`config.mk`:
```
export PLATFORM = sky130hd
export DESIGN_NAME = icache_refill_ctrl
export DESIGN_NICKNAME = d
export VERILOG_FILES = /design/src/rtl/com_pkg.sv /design/src/rtl/icache_refill_ctrl.sv
export SDC_FILE = /design/constraint.sdc
export NUM_CORES = 1
export LEC_CHECK = 0
export CAP_MARGIN = 20
export CORE_AREA = 2 2 77 93
export DETAILED_ROUTE_END_ITERATION = 8
export DIE_AREA = 0 0 79 95
export GPL_TIMING_DRIVEN = 0
export PLACE_DENSITY = 0.79
export SYNTH_ARGS = -nofsm -noshare
export SYNTH_HDL_FRONTEND = slang
export SYNTH_SLANG_ARGS = --single-unit
export TNS_END_PERCENT = 10
```
`constraint.sdc`:
```
create_clock -name clk -period 2.6 [get_ports clk]
set_input_delay 0.78 -clock clk [delete_from_list [all_inputs] [get_ports clk]]
set_output_delay 0.78 -clock clk [all_outputs]
set_load 0.02 [all_outputs]
```
`src/rtl/com_pkg.sv`:
```
// ----------------------------------------------------------------------------
// com_pkg
// Shared types and defaults for the instruction-cache refill controller.
//   icache_refill_state_t : refill sequencer states
//   DEF_*                 : default geometry (16-byte line, 4-byte beat)
//   icache_line_adr_t     : tag/index/offset view of a byte address at the
//                           default geometry
// ----------------------------------------------------------------------------
package com_pkg;

    localparam int DEF_ADR_WIDTH  = 32;
    localparam int DEF_LINE_BYTES = 16;
    localparam int DEF_BUS_BYTES  = 4;
    localparam int DEF_INDEX_W    = 6;
    localparam int DEF_OFFSET_W   = $clog2(DEF_LINE_BYTES);
    localparam int DEF_TAG_W      = DEF_ADR_WIDTH - DEF_INDEX_W - DEF_OFFSET_W;

    typedef enum logic [2:0] {
        IDLE,
        REQ,
        BEAT,
        DRAIN,
        COMMIT
    } icache_refill_state_t;

    typedef struct packed {
        logic [DEF_TAG_W-1:0]    tag;
        logic [DEF_INDEX_W-1:0]  index;
        logic [DEF_OFFSET_W-1:0] offset;
    } icache_line_adr_t;

endpackage

```
`src/rtl/icache_refill_ctrl.sv`:
```
// ----------------------------------------------------------------------------
// icache_refill_ctrl
// Miss/refill sequencer between the i-cache arrays and the memory bus.
// A miss invalidates the target line, issues one burst read, writes every
// returned beat into the data array and commits the tag when the line is
// complete. A flush (fetch redirect) drains the outstanding burst without
// committing.
//
// Optional feature macro: ICACHE_CRITICAL_WORD_FIRST_EN
//   defined   : request starts at the missing word, beats wrap, and the first
//               beat is forwarded on cwf_valid/cwf_data.
//   undefined : request at line base, start word 0, no cwf ports.
//
// Ports
//   clk, rst_n          clock, synchronous active-low reset
//   miss_valid/adr      miss from the i-cache; miss_ready high only in IDLE
//   flush               abandon the current refill
//   mem_req_*           burst read request (held until accepted)
//   mem_rsp_*           returned beats (never stalled), with error flag
//   arr_*               data array write port
//   tag_we/value/valid  tag array write port
//   refill_done/err     completion pulse, err qualifies it
//   busy                state != IDLE
// ----------------------------------------------------------------------------
module icache_refill_ctrl
    import com_pkg::*;
#(
    parameter  int ADR_WIDTH  = DEF_ADR_WIDTH,
    parameter  int LINE_BYTES = DEF_LINE_BYTES,
    parameter  int BUS_BYTES  = DEF_BUS_BYTES,
    parameter  int INDEX_W    = DEF_INDEX_W,
    localparam int OFFSET_W   = $clog2(LINE_BYTES),
    localparam int BEATS      = LINE_BYTES / BUS_BYTES,
    localparam int BEATS_LOG  = $clog2(BEATS),
    localparam int WORD_W     = (BEATS_LOG < 1) ? 1 : BEATS_LOG,
    localparam int TAG_W      = ADR_WIDTH - INDEX_W - OFFSET_W,
    localparam int DATA_W     = BUS_BYTES * 8
) (
    input  logic                 clk,
    input  logic                 rst_n,
    input  logic                 miss_valid,
    input  logic [ADR_WIDTH-1:0] miss_adr,
    output logic                 miss_ready,
    input  logic                 flush,
    output logic                 mem_req_valid,
    output logic [ADR_WIDTH-1:0] mem_req_adr,
    input  logic                 mem_req_ready,
    input  logic                 mem_rsp_valid,
    input  logic [DATA_W-1:0]    mem_rsp_data,
    input  logic                 mem_rsp_err,
    output logic                 arr_we,
    output logic [INDEX_W-1:0]   arr_index,
    output logic [WORD_W-1:0]    arr_word,
    output logic [DATA_W-1:0]    arr_wdata,
    output logic                 tag_we,
    output logic [TAG_W-1:0]     tag_value,
    output logic                 tag_valid,
    output logic                 refill_done,
    output logic                 refill_err,
    output logic                 busy
`ifdef ICACHE_CRITICAL_WORD_FIRST_EN
    ,
    output logic                 cwf_valid,
    output logic [DATA_W-1:0]    cwf_data
`endif
);

    localparam int BUS_OFF_W = $clog2(BUS_BYTES);
    localparam int CNT_W     = WORD_W + 1;
`ifdef ICACHE_CRITICAL_WORD_FIRST_EN
    localparam bit CWF = 1'b1;
`else
    localparam bit CWF = 1'b0;
`endif

    typedef struct packed {
        logic [TAG_W-1:0]    tag;
        logic [INDEX_W-1:0]  index;
        logic [OFFSET_W-1:0] offset;
    } line_adr_t;

    icache_refill_state_t state_q, state_d;
    logic [TAG_W-1:0]     tag_q, tag_d;
    logic [INDEX_W-1:0]   index_q, index_d;
    logic [WORD_W-1:0]    sword_q, sword_d;
    logic [CNT_W-1:0]     cnt_q, cnt_d;
    logic                 err_q, err_d;
    logic                 abort_q, abort_d;

    line_adr_t            miss_a;
    logic [WORD_W-1:0]    miss_word;
    logic [OFFSET_W-1:0]  req_off;
    logic [WORD_W-1:0]    slot;
    logic                 last_beat;

    assign miss_a    = line_adr_t'(miss_adr);
    assign miss_word = WORD_W'(miss_a.offset >> BUS_OFF_W);
    // Request offset is the start word scaled back to bytes (zero without CWF).
    assign req_off   = OFFSET_W'(sword_q) << BUS_OFF_W;
    // Power-of-two BEATS: the WORD_W-bit sum wraps modulo BEATS by itself.
    assign slot      = (BEATS == 1) ? '0 : WORD_W'(sword_q + cnt_q[WORD_W-1:0]);
    assign last_beat = (cnt_q == CNT_W'(BEATS - 1));
    assign busy      = (state_q != IDLE);

    always_comb begin
        state_d       = state_q;
        tag_d         = tag_q;
        index_d       = index_q;
        sword_d       = sword_q;
        cnt_d         = cnt_q;
        err_d         = err_q;
        abort_d       = abort_q;
        miss_ready    = 1'b0;
        mem_req_valid = 1'b0;
        mem_req_adr   = '0;
        arr_we        = 1'b0;
        arr_index     = '0;
        arr_word      = '0;
        arr_wdata     = '0;
        tag_we        = 1'b0;
        tag_value     = '0;
        tag_valid     = 1'b0;
        refill_done   = 1'b0;
        refill_err    = 1'b0;
`ifdef ICACHE_CRITICAL_WORD_FIRST_EN
        cwf_valid     = 1'b0;
        cwf_data      = '0;
`endif
        case (state_q)
            IDLE: begin
                miss_ready = 1'b1;
                if (miss_valid && !flush) begin
                    // Invalidate the victim line in the same cycle the miss is taken.
                    tag_we    = 1'b1;
                    tag_value = miss_a.tag;
                    arr_index = miss_a.index;
                    tag_d     = miss_a.tag;
                    index_d   = miss_a.index;
                    sword_d   = CWF ? miss_word : '0;
                    cnt_d     = '0;
                    err_d     = 1'b0;
                    abort_d   = 1'b0;
                    state_d   = REQ;
                end
            end
            REQ: begin
                mem_req_valid = 1'b1;
                mem_req_adr   = {tag_q, index_q, req_off};
                arr_index     = index_q;
                if (flush) abort_d = 1'b1;
                // A flush coinciding with the accept still aborts the burst.
                if (mem_req_ready) state_d = (abort_q || flush) ? DRAIN : BEAT;
            end
            BEAT: begin
                arr_index = index_q;
                if (mem_rsp_valid) begin
                    arr_we    = 1'b1;
                    arr_word  = slot;
                    arr_wdata = mem_rsp_data;
                    cnt_d     = cnt_q + 1'b1;
                    if (mem_rsp_err) err_d = 1'b1;
`ifdef ICACHE_CRITICAL_WORD_FIRST_EN
                    if (cnt_q == '0 && !flush) begin
                        cwf_valid = 1'b1;
                        cwf_data  = mem_rsp_data;
                    end
`endif
                end
                if (flush) begin
                    abort_d = 1'b1;
                    state_d = (mem_rsp_valid && last_beat) ? IDLE : DRAIN;
                end else if (mem_rsp_valid && last_beat) begin
                    state_d = COMMIT;
                end
            end
            DRAIN: begin
                arr_index = index_q;
                if (mem_rsp_valid) begin
                    cnt_d = cnt_q + 1'b1;
                    if (last_beat) state_d = IDLE;
                end
            end
            COMMIT: begin
                arr_index   = index_q;
                tag_value   = tag_q;
                tag_we      = !err_q;
                tag_valid   = !err_q;
                refill_done = 1'b1;
                refill_err  = err_q;
                state_d     = IDLE;
            end
            default: state_d = IDLE;
        endcase
    end

    // Control state: synchronous active-low reset.
    always_ff @(posedge clk) begin
        if (!rst_n) begin
            state_q <= IDLE;
            cnt_q   <= '0;
            err_q   <= 1'b0;
            abort_q <= 1'b0;
        end else begin
            state_q <= state_d;
            cnt_q   <= cnt_d;
            err_q   <= err_d;
            abort_q <= abort_d;
        end
    end

    // Line address capture: only meaningful once a miss has been taken.
    always_ff @(posedge clk) begin
        tag_q   <= tag_d;
        index_q <= index_d;
        sword_q <= sword_d;
    end

endmodule

```
-- Word level (Yosys, flattened, before mapping)
Cells that the tools add are included.
- $add $sub $neg: 1
- eq/ne operators: 14
- multiplexer cells: 36
- reductions and logical operators: 18
- operator list (operator ; count):
    32-bit two-way mux ; 3
    22-bit one-hot mux with 2 select lines ; 1
    3-bit two-way mux ; 8
    22-bit two-way mux ; 1
    1-bit two-way mux ; 13
    2-bit inequality test, second input constant ; 6
    3-bit one-hot mux with 4 select lines ; 1
    6-bit one-hot mux with 2 select lines ; 1
    3-bit by 2-bit equality test with 1-bit output, second input constant ; 3
    2-bit two-way mux ; 3
    6-bit two-way mux ; 1
    1-bit one-hot mux with 2 select lines ; 3
    3-bit one-hot mux with 2 select lines ; 1
    3-bit AND reduction ; 2
    2-bit nonzero test ; 3
    5-bit AND reduction ; 1
    2-bit by 1-bit inequality test with 1-bit output, second input constant ; 2
    4-bit AND reduction ; 1
    2-bit OR reduction ; 2
    4-bit OR reduction ; 1
    3-bit by 1-bit adder with 3-bit output, second input constant ; 1
    3-bit by 1-bit equality test with 1-bit output, second input constant ; 1
    3-bit equality test, second input constant ; 1
    3-bit zero test ; 1
    6 further kinds ; 8
- register bits: 36
- input port bits: 71
- output and inout port bits: 102

-- Depth between registers and ports, before layout
Gate-level depths: netlist (run 1).
- depth in word-level cells: 5
- mapped depth: 6

-- Worst setup path after synthesis (run 1)
Ideal clock, no wire load.
- kind: input-to-output
- from: input flush
- to: output tag_value[11]
- data arrival time: 1.690 ns
- required time: 1.820 ns
- setup slack: 0.130 ns
- stages: 5
- buffers on the path: 2
- path through: nor2_1 and3_1 buf_6 buf_8 a22o_1
- cells in the longest elaborated chain, start to end: 4
- ends and longest elaborated chain (element ; RTL line ; RTL):
    start: declaration ; icache_refill_ctrl.sv:44 ; input logic flush,
    1-bit zero test ; icache_refill_ctrl.sv:132 ; if (miss_valid && !flush) begin
    1-bit logical AND ; icache_refill_ctrl.sv:132 ;
    22-bit two-way mux ; icache_refill_ctrl.sv:132 ;
    22-bit one-hot mux with 2 select lines ; icache_refill_ctrl.sv:129 ; case (state_q)
    end: declaration ; icache_refill_ctrl.sv:56 ; output logic [TAG_W-1:0] tag_value,
Every way passes these cells.

-- Worst setup path after layout (run 1)
- from: input flush
- to: output tag_value[16]
Same word-level chain as after synthesis.

==> metrics.yaml, run 1 <==
worst_setup_path:
  cp_data_arrival_time_ns: 1.81
  cpPeakStageDelay_ns: 0.21
  crit_top_cell: "buf_8"
  endpoint_kind: "output port"
  crit_slowest_cell: "a22o_1"
  critPathRequiredTime_ns: 1.82
  critPathLaunch: "flush"
  reg2regPathDepth: 6
  r2r-start: "state_q[1]$_SDFFE_PN0P_"
  path_class: "in2out"
  worstSetupStartpointType: "primary input"
  critical_path.cell_chain: "buf_2, nor2_4, and3_4, buf_8, buf_8, a22o_1, buf_4"
  cp_max_fo: 10
timing:
  fmaxAchievable_ghz: 0.387
  holdWs_ns: 0.504
  min_period_ns: 2.59
  fin_worst_skew_ns: 0.00614
  hold_violations: 0
  grt_setup_unrepaired: "true"
  drv_slew: 0
  finalCritPeriodShare_pct: 99.5
  report.final.setup_viol: 0
routing:
  drc: 0
  ant_nets: 0
  first_pass_iters: 4
  vias_per_cell: 4.86
  vias: 2324
  wl_per_cell_um: 15.9
  drt-total-wl_um: 7620
  drtIter0Drc: 127
yosys:
  yosys.area.top_type_share_pct: 39.5
  seq_area_frac_synth_pct: 47.0
  ys.flop_type: "edfxtp_1"
  avgSynthCellArea_sq_um: 10.5
  syn_area_sq_um: 2130
  synth_cell_types: 42
  yosysMostFrequentCell: "and2_1"
  synth-edff-count: 28
  synth.area.top_cells: "edfxtp_1 39%, and2_1 10%, a22o_1 9.0%"
  synth_top_cell_by_area: "edfxtp_1"
  syn_inst: 203
  synth-seq-cells: 36
  ys_top_cells_by_count: "35 x and2_1, 30 x and3_1, 28 x edfxtp_1"
  ys_async_sr_fraction_pct: 0
  synth_warnings: 0
floorplan:
  core-area_sq_um: 6690
  io_pins: 173
  die_height_um: 95
  dieArea_sq_um: 7510
  start_util_pct: 31.8
  dieWidth_um: 79
  rows: 33
cts:
  cts_made_buffers: 5
  cts-root-buf: "clkbuf_8"
  postCtsHoldBufs: 0
  clock_path_buffers: 2
  clock-sinks: 36
  clock_latency_ns: 0.29
  cts_tree: "done"
  clk_pin_slew_ns: 0.07
  cts_max_level: 2
power:
  peakVddDrop_uv: 281
  p_leak_nw: 2.03
  power.density_nw_per_um2: 405
finish:
  synthToLayoutAreaGrowth_pct: 86.8
  finish.net_count: 463
  drive_gt1_share_pct: 29.7
  fill_cells: 615
  antennaDiodeCount: 0
  final_area_sq_um: 3980
place:
  dp_hpwl_um: 5570
  place.gp.congestion: 0.735
  port_buffers: 164
  dpl_cell_area_sq_um: 3890
global_route:
  grt_antenna_before_repair: 0
  grtUsageTotal_pct: 19.3
  grt_pass1_wl_um: 11200
  grt-ovfl-total: 0
  grt_max_degree: 19
  grt_pass1_vias: 2208
run:
  maxCapViolCount: 0
hold_path:
  whs_path_depth: 2
  hp-start: "cnt_q[1]$_SDFFE_PN0P_"
  hp-class: "reg2reg"
run_status:
  status: "finished clean"
-- worst max-delay path, delay by kind of cell --
kind,cells,cell delay [ns]
and+or+nand+nor,2,0.20
buffers and inverters,4,0.61
AOI/OAI and AO/OA,1,0.21
-- cell families after synthesis --
logic type,Yosys count,share of synthesized area (%)
compound gates,39,15.0
fa+ha+maj,2,1.17
buf+inv,27,8.81
flops,36,47.0
other cells,1,0.176
simple gates,98,27.8
-- metrics by stage --
| step | setup WS, ns | instances | TNS [ns] | power [mW] | utilization, % |
|---|---|---|---|---|---|
| 2_1_floorplan | 0.130 | 206 | 0 | 0.933 | - |
| 3_3_place_gp | -1.07 | 457 | -56.65 | 1.22 | 58.2 |
| 3_5_place_dp | -1.08 | 457 | -57.59 | 1.23 | 58.2 |
| 4_1_cts | -0.194 | 476 | -1.33 | 1.62 | 58.3 |
| 5_1_grt | -0.0673 | 478 | -0.226 | 1.69 | 59.5 |
| 6_report | 0.0131 | 478 | 0 | 1.61 | 59.5 |
-- final cells by class --
class,instances,area [sq um],area share [%]
repair buffers,177,1580,39.6
flip-flops and latches,36,1000,25.2
multi-input cells,143,981,24.7
plain buffers,22,210,5.28
well taps,87,109,2.74
clock buffers,7,76.3,1.92
inverters,5,20.0,0.503
clock inverters,1,3.75,0.0943
-- placed cells by master, fill, tap and decap left out, types with 2 or more instances in the layout --
| master | instances |
|---|---|
| dlymetal6s2s_1 | 8 |
| clkdlybuf4s50_1 | 64 |
| o22ai_1 | 2 |
| nor2_4 | 2 |
| clkbuf_1 | 3 |
| ha_1 | 2 |
| and2_1 | 34 |
| dfxtp_1 | 7 |
| clkbuf_8 | 5 |
| a21oi_1 | 2 |
| nand3_1 | 4 |
| and3_1 | 29 |
| edfxtp_1 | 28 |
| clkbuf_4 | 2 |
| buf_8 | 2 |
| clkdlybuf4s15_1 | 3 |
| dlygate4sd2_1 | 25 |
| buf_4 | 35 |
| nand2_1 | 5 |
| inv_1 | 3 |
| nor2_1 | 9 |
| a22o_1 | 22 |
| conb_1 | 4 |
| buf_2 | 35 |
| clkdlybuf4s15_2 | 4 |
| a32oi_1 | 6 |
| buf_6 | 16 |
-- routing by layer --
metal | wire length [um] | vias to the layer above | track usage, %
met3 | 861 | 12 | 7.27
met5 | 0 | - | 0
li1 | - | 1111 | -
met4 | 131 | 0 | 5.46
met2 | 3840 | 135 | 35.2
met1 | 2780 | 1066 | 20.8
-- power breakdown --
group / internal, mW / switching (mW) / leakage [nW]
clock: 0.187 / 0.197 / 0.0399
combinational: 0.285 / 0.275 / 1.66
sequential: 0.654 / 0.0137 / 0.325
total: 1.13 / 0.485 / 2.03
-- worst paths after layout --
check                                              to  slack (ns)
worst min-delay path            cnt_q[1]$_SDFFE_PN0P_        0.50
worst min register to register  cnt_q[1]$_SDFFE_PN0P_        0.50
worst max register to register    tag_q[19]$_DFFE_PP_        0.93
worst max-delay path                    tag_value[16]        0.01
-- sequential cells by signal, summed over array words and instances, names as in the netlist --
signal and count:
tag_q 22, err_q 1, cnt_q 3, state_q 3
abort_q 1, index_q 6
-- timing repair --
item,in CTS,in global routing
buffers inserted,9,2
cloned,2,0
gates resized for setup,317,40
endpoints found under the setup margin,96,73
pin swaps,4,3
Power figures use the tool's default switching activity.
==> run 2, diff against run 1 <==
--- a/config.mk
+++ b/config.mk
@@ -14,4 +14,4 @@
 export SYNTH_ARGS = -nofsm -noshare
 export SYNTH_HDL_FRONTEND = slang
 export SYNTH_SLANG_ARGS = --single-unit
-export TNS_END_PERCENT = 10
+export TNS_END_PERCENT = 30
==> metrics.yaml, run 2 (same netlist as run 1, synthesis figures left out) <==
run_status:
  status: "finished clean"
cts:
  cts_tree: "done"
  clock_latency_ns: 0.29
  clock-sinks: 36
  cts_made_buffers: 5
  clk_pin_slew_ns: 0.07
  cts_max_level: 2
  postCtsHoldBufs: 0
  clock_path_buffers: 2
  cts-root-buf: "clkbuf_8"
hold_path:
  hp-class: "reg2reg"
place:
  dp_cells: 457
  port_buffers: 164
  place.gp.congestion: 0.735
  place_ws_ns: -1.08
  dp_hpwl_um: 5570
floorplan:
  io_pins: 173
  die_height_um: 95
  rows: 33
  start_util_pct: 31.8
  dieArea_sq_um: 7510
  dieWidth_um: 79
  core-area_sq_um: 6690
worst_setup_path:
  path_delay_family: "buffers and inverters"
  cp_max_fo: 10
  worstSetupStartpointType: "primary input"
  crit_top_cell: "buf_8"
  critPathRequiredTime_ns: 1.82
  endpoint_kind: "output port"
  cpPeakStageDelay_ns: 0.20
  critical_path.cell_chain: "clkdlybuf4s15_2, and3_4, buf_8, buf_8, a22o_1, buf_4"
  crit_slowest_cell: "clkdlybuf4s15_2"
  critPathBufInv: 4
  cp_data_arrival_time_ns: 1.80
  path_class: "in2out"
global_route:
  grt_antenna_before_repair: 0
  grt-ovfl-total: 0
  grt_max_degree: 19
  grt_pass1_wl_um: 11300
  grt_pass1_vias: 2221
  grtUsageTotal_pct: 19.5
power:
  sw_frac_of_total_pct: 30.2
  switchingPower_mw: 0.485
  p_leak_nw: 2.03
  power.total_mw: 1.61
  clock_power_share_pct: 23.8
  power.internal_mw: 1.12
  pwr-share-seq_pct: 41.5
  combPwrFrac_pct: 34.7
  power.density_nw_per_um2: 405
  peakVddDrop_uv: 279
timing:
  holdWs_ns: 0.503
  report.final.setup_viol: 0
  fin_worst_skew_ns: 0.00603
  fin_setup_tns_ns: 0
  grt_setup_unrepaired: "true"
  min_period_ns: 2.58
  drv_slew: 0
  fmaxAchievable_ghz: 0.387
  hold_violations: 0
  setup_slack_ns: 0.0159
  finalCritPeriodShare_pct: 99.4
finish:
  fill_cells: 620
  synthToLayoutAreaGrowth_pct: 86.7
  finish.net_count: 464
  drive_gt1_share_pct: 30.9
  final_cell_mix: "64 x clkdlybuf4s50_1, 38 x buf_2, 36 x buf_4"
  largest-register: "tag_q"
  register_area_sq_um: 1000
  multiInputGateArea_sq_um: 996
  largest_reg_flops: 22
  layout.cells.non_filler: 479
  layout_commonest_cell: "clkdlybuf4s50_1"
  largestRegisters: "tag_q (22), index_q (6)"
  antennaDiodeCount: 0
routing:
  drt-total-wl_um: 7700
  vias_per_cell: 4.87
  first_pass_iters: 4
  ant_nets: 0
  drc: 0
  vias: 2333
  wl_per_cell_um: 16.1
  drtIter0Drc: 172
run:
  maxCapViolCount: 0
[run 2: changes by cell type in the layout (fill, tap and decap cells not counted)]
cell,previous run,this run
nor4bb_4,0,1
nor4bb_1,1,0
buf_2,35,38
buf_4,35,36
clkbuf_4,2,3
buf_6,16,9
clkbuf_2,1,2
clkdlybuf4s15_2,4,9
clkdlybuf4s15_1,3,0
[run 2: per-stage QoR]
stage / utilization [%] / instance area [sq um]
2_1_floorplan: - / 2140
3_3_place_gp: 58.2 / 3890
3_5_place_dp: 58.2 / 3890
4_1_cts: 58.8 / 3930
5_1_grt: 59.4 / 3980
6_report: 59.4 / 3980
[run 2: area by class of cell]
cell class | count | area share [%]
Buffer | 22 | 5.44
Clock buffer | 7 | 1.92
Clock inverter | 1 | 0.0944
Inverter | 5 | 0.503
Multi-Input combinational cell | 143 | 25.0
Sequential cell | 36 | 25.2
Tap cell | 87 | 2.74
Timing Repair Buffer | 178 | 39.0
[run 2: final timing paths]
check	to	slack [ns]	cells after the start	startpoint
max	tag_value[16]	0.02	6	miss_valid
max reg2reg	tag_q[17]$_DFFE_PP_	0.91	6	state_q[1]$_SDFFE_PN0P_
min	cnt_q[1]$_SDFFE_PN0P_	0.50	2	cnt_q[1]$_SDFFE_PN0P_
min reg2reg	cnt_q[1]$_SDFFE_PN0P_	0.50	2	cnt_q[1]$_SDFFE_PN0P_
[run 2: repair_timing]
action	in CTS	in global routing
setup endpoints to repair	96	82
cloned	4	0
gates resized for setup	321	28
pin swaps	4	2
buffers inserted	9	1
[run 2: layer usage]
metal,GRT usage (%),up-vias,share of wire (%)
li1,-,1117,-
met4,5.46,0,1.7
met5,0,-,0
met1,20.8,1081,37
met2,35.8,123,51
met3,7.27,12,10
[run 2: worst register-to-register path: cells and delay by family, from the launching register on]
family	cells	cell delay, ns
buffers and inverters	4	0.77
DFF	1	0.31
and+or+nand+nor	2	0.31
[run 2: power groups by stage]
stage               registers [mW]  logic [mW]  clock network [mW]
global placement             0.679       0.546                   0
CTS                          0.667       0.556               0.400
finish                       0.668       0.558               0.383
floorplan                    0.675       0.258                   0
global route                 0.670       0.596               0.420
detailed placement           0.680       0.551                   0
==> run 3, diff against run 2 <==
--- a/config.mk
+++ b/config.mk
@@ -6,11 +6,12 @@
 export NUM_CORES = 1
 export LEC_CHECK = 0
 export CAP_MARGIN = 20
-export CORE_AREA = 2 2 77 93
+export CORE_AREA = 2 2 74 90
 export DETAILED_ROUTE_END_ITERATION = 8
-export DIE_AREA = 0 0 79 95
+export DIE_AREA = 0 0 76 92
 export GPL_TIMING_DRIVEN = 0
-export PLACE_DENSITY = 0.79
+export PLACE_DENSITY = 0.84
+export SLEW_MARGIN = 20
 export SYNTH_ARGS = -nofsm -noshare
 export SYNTH_HDL_FRONTEND = slang
 export SYNTH_SLANG_ARGS = --single-unit
==> constraint.sdc (replaced) <==
create_clock -name clk -period 3.2 [get_ports clk]
set_input_delay 0.96 -clock clk [delete_from_list [all_inputs] [get_ports clk]]
set_output_delay 0.96 -clock clk [all_outputs]
set_load 0.02 [all_outputs]
==> metrics.yaml, run 3 (same netlist as run 1, synthesis figures left out) <==
run_status:
  status: "finished clean"
timing:
  fmaxAchievable_ghz: 0.318
  fin_worst_skew_ns: 0.0109
  report.final.setup_viol: 0
  min_period_ns: 3.14
  hold_violations: 0
  grt_setup_unrepaired: "true"
  finalCritPeriodShare_pct: 98.2
  drv_slew: 0
global_route:
  grtUsageTotal_pct: 20.4
  grt_pass1_wl_um: 11600
  grt_antenna_before_repair: 0
  grt_max_degree: 20
  grt_pass1_vias: 2311
  grt-ovfl-total: 0
worst_setup_path:
  reg2reg_setup_slack_ns: 1.52
  path_class: "reg2out"
  critPathRequiredTime_ns: 2.24
  r2r_end: "tag_q[11]$_DFFE_PP_"
  cp_max_fo: 10
  cp_data_arrival_time_ns: 2.18
  r2r-start: "state_q[2]$_SDFFE_PN0P_"
  reg2regPathDepth: 4
  worstSetupStartpointType: "flip-flop"
  endpoint_kind: "output port"
cts:
  cts-root-buf: "clkbuf_8"
  clock_latency_ns: 0.29
  cts_max_level: 2
  cts_made_buffers: 5
  clock-sinks: 36
  cts_tree: "done"
  postCtsHoldBufs: 0
  clock_path_buffers: 2
  clk_pin_slew_ns: 0.06
power:
  power.total_mw: 1.43
  power.density_nw_per_um2: 364
  power.internal_mw: 1.04
  sw_frac_of_total_pct: 27.3
  p_leak_nw: 1.83
  peakVddDrop_uv: 368
  switchingPower_mw: 0.390
  pwr-share-seq_pct: 38.0
  clock_power_share_pct: 30.4
  combPwrFrac_pct: 31.6
floorplan:
  core-area_sq_um: 6210
  dieArea_sq_um: 6990
  rows: 32
  dieWidth_um: 76
  die_height_um: 92
  start_util_pct: 34.3
  io_pins: 173
hold_path:
  whs_path_depth: 2
  hp-start: "cnt_q[2]$_SDFFE_PN0P_"
  hp-class: "reg2reg"
  hold-path-endpoint: "cnt_q[2]$_SDFFE_PN0P_"
finish:
  largest-register: "tag_q"
  antennaDiodeCount: 0
  final_area_sq_um: 3930
  finish.net_count: 464
  fill_cells: 536
  largestRegisters: "tag_q (22), index_q (6)"
  final_cell_mix: "97 x clkdlybuf4s50_1, 51 x buf_2, 35 x and2_1"
  drive_gt1_share_pct: 28.1
  synthToLayoutAreaGrowth_pct: 84.4
  largest_reg_flops: 22
  layout_commonest_cell: "clkdlybuf4s50_1"
routing:
  first_pass_iters: 4
  vias_per_cell: 4.90
  drt-total-wl_um: 7470
  vias: 2337
  drc: 0
  drtIter0Drc: 59
  wl_per_cell_um: 15.7
  ant_nets: 0
place:
  port_buffers: 164
  dp_hpwl_um: 5510
  place.gp.congestion: 0.762
  dpl_cell_area_sq_um: 3890
run:
  maxCapViolCount: 0
[run 3: cell types whose count changed in the layout (fill, tap and decap cells not counted), moves of 2 or more]
cell | before | now
clkdlybuf4s50_1 | 64 | 97
dlygate4sd2_1 | 25 | 6
buf_6 | 9 | 4
buf_2 | 38 | 51
clkbuf_4 | 3 | 0
buf_4 | 36 | 25
clkbuf_2 | 2 | 5
clkbuf_8 | 5 | 7
clkdlybuf4s15_2 | 9 | 3
dlymetal6s2s_1 | 8 | 1
[run 3: worst max path at each step]
stage	slack [ns]	from	end	cells past startpoint
finish	0.06	state_q[2]$_SDFFE_PN0P_	mem_req_adr[13]	4
CTS	-0.07	miss_valid	tag_value[14]	6
global placement	-0.82	flush	tag_value[13]	7
detailed placement	-0.84	flush	tag_we	7
global route	-0.007	state_q[2]$_SDFFE_PN0P_	mem_req_adr[13]	4
floorplan	0.37	flush	tag_value[11]	5
[run 3: per-stage QoR]
step | cells | TNS, ns | util, % | setup WS, ns | hold WS [ns]
6_report | 477 | 0 | 63.3 | 0.0577 | 0.493
3_3_place_gp | 455 | -40.15 | 62.7 | -0.819 | 0.475
2_1_floorplan | 206 | 0 | - | 0.370 | 0.464
5_1_grt | 477 | -0.00863 | 63.3 | -0.00689 | 0.539
3_5_place_dp | 455 | -41.17 | 62.7 | -0.836 | 0.483
4_1_cts | 472 | -0.0728 | 63.0 | -0.0728 | 0.492
[run 3: what timing repair did]
item,CTS,global route
resized for setup,246,14
setup buffers,7,5
pin swaps,2,1
gates cloned,2,0
endpoints found under the setup margin,64,52
[run 3: power groups by stage]
| stage | Combinational, mW | Clock (mW) | Sequential (mW) |
|---|---|---|---|
| global route | 0.479 | 0.461 | 0.545 |
| floorplan | 0.210 | 0 | 0.549 |
| global placement | 0.438 | 0 | 0.551 |
| detailed placement | 0.445 | 0 | 0.553 |
| finish | 0.452 | 0.434 | 0.543 |
| CTS | 0.446 | 0.446 | 0.542 |
[run 3: final cells by class]
type	count	area, sq um	share of cell area [%]
clock inverter	1	30.0	0.765
timing repair buffer	178	1510	38.3
clock buffer	7	96.3	2.45
sequential	36	1000	25.5
inverter	5	20.0	0.510
buffer	22	188	4.78
multi-input combinational	143	981	25.0
tap	85	106	2.71
[run 3: metal layers]
layer	global-route usage (%)	vias to the layer above	routed length (um)
li1	-	1115	-
met1	23.0	1115	2910
met2	37.9	100	3900
met3	6.10	7	578
met4	4.39	0	86
met5	0	-	0
[run 3: worst max-delay path: stages, from the launching register on]
cell	delay, ns
dfxtp_1	0.43
nor2_4	0.28
clkbuf_1	0.36
and3_1	0.22
clkdlybuf4s50_1	0.61
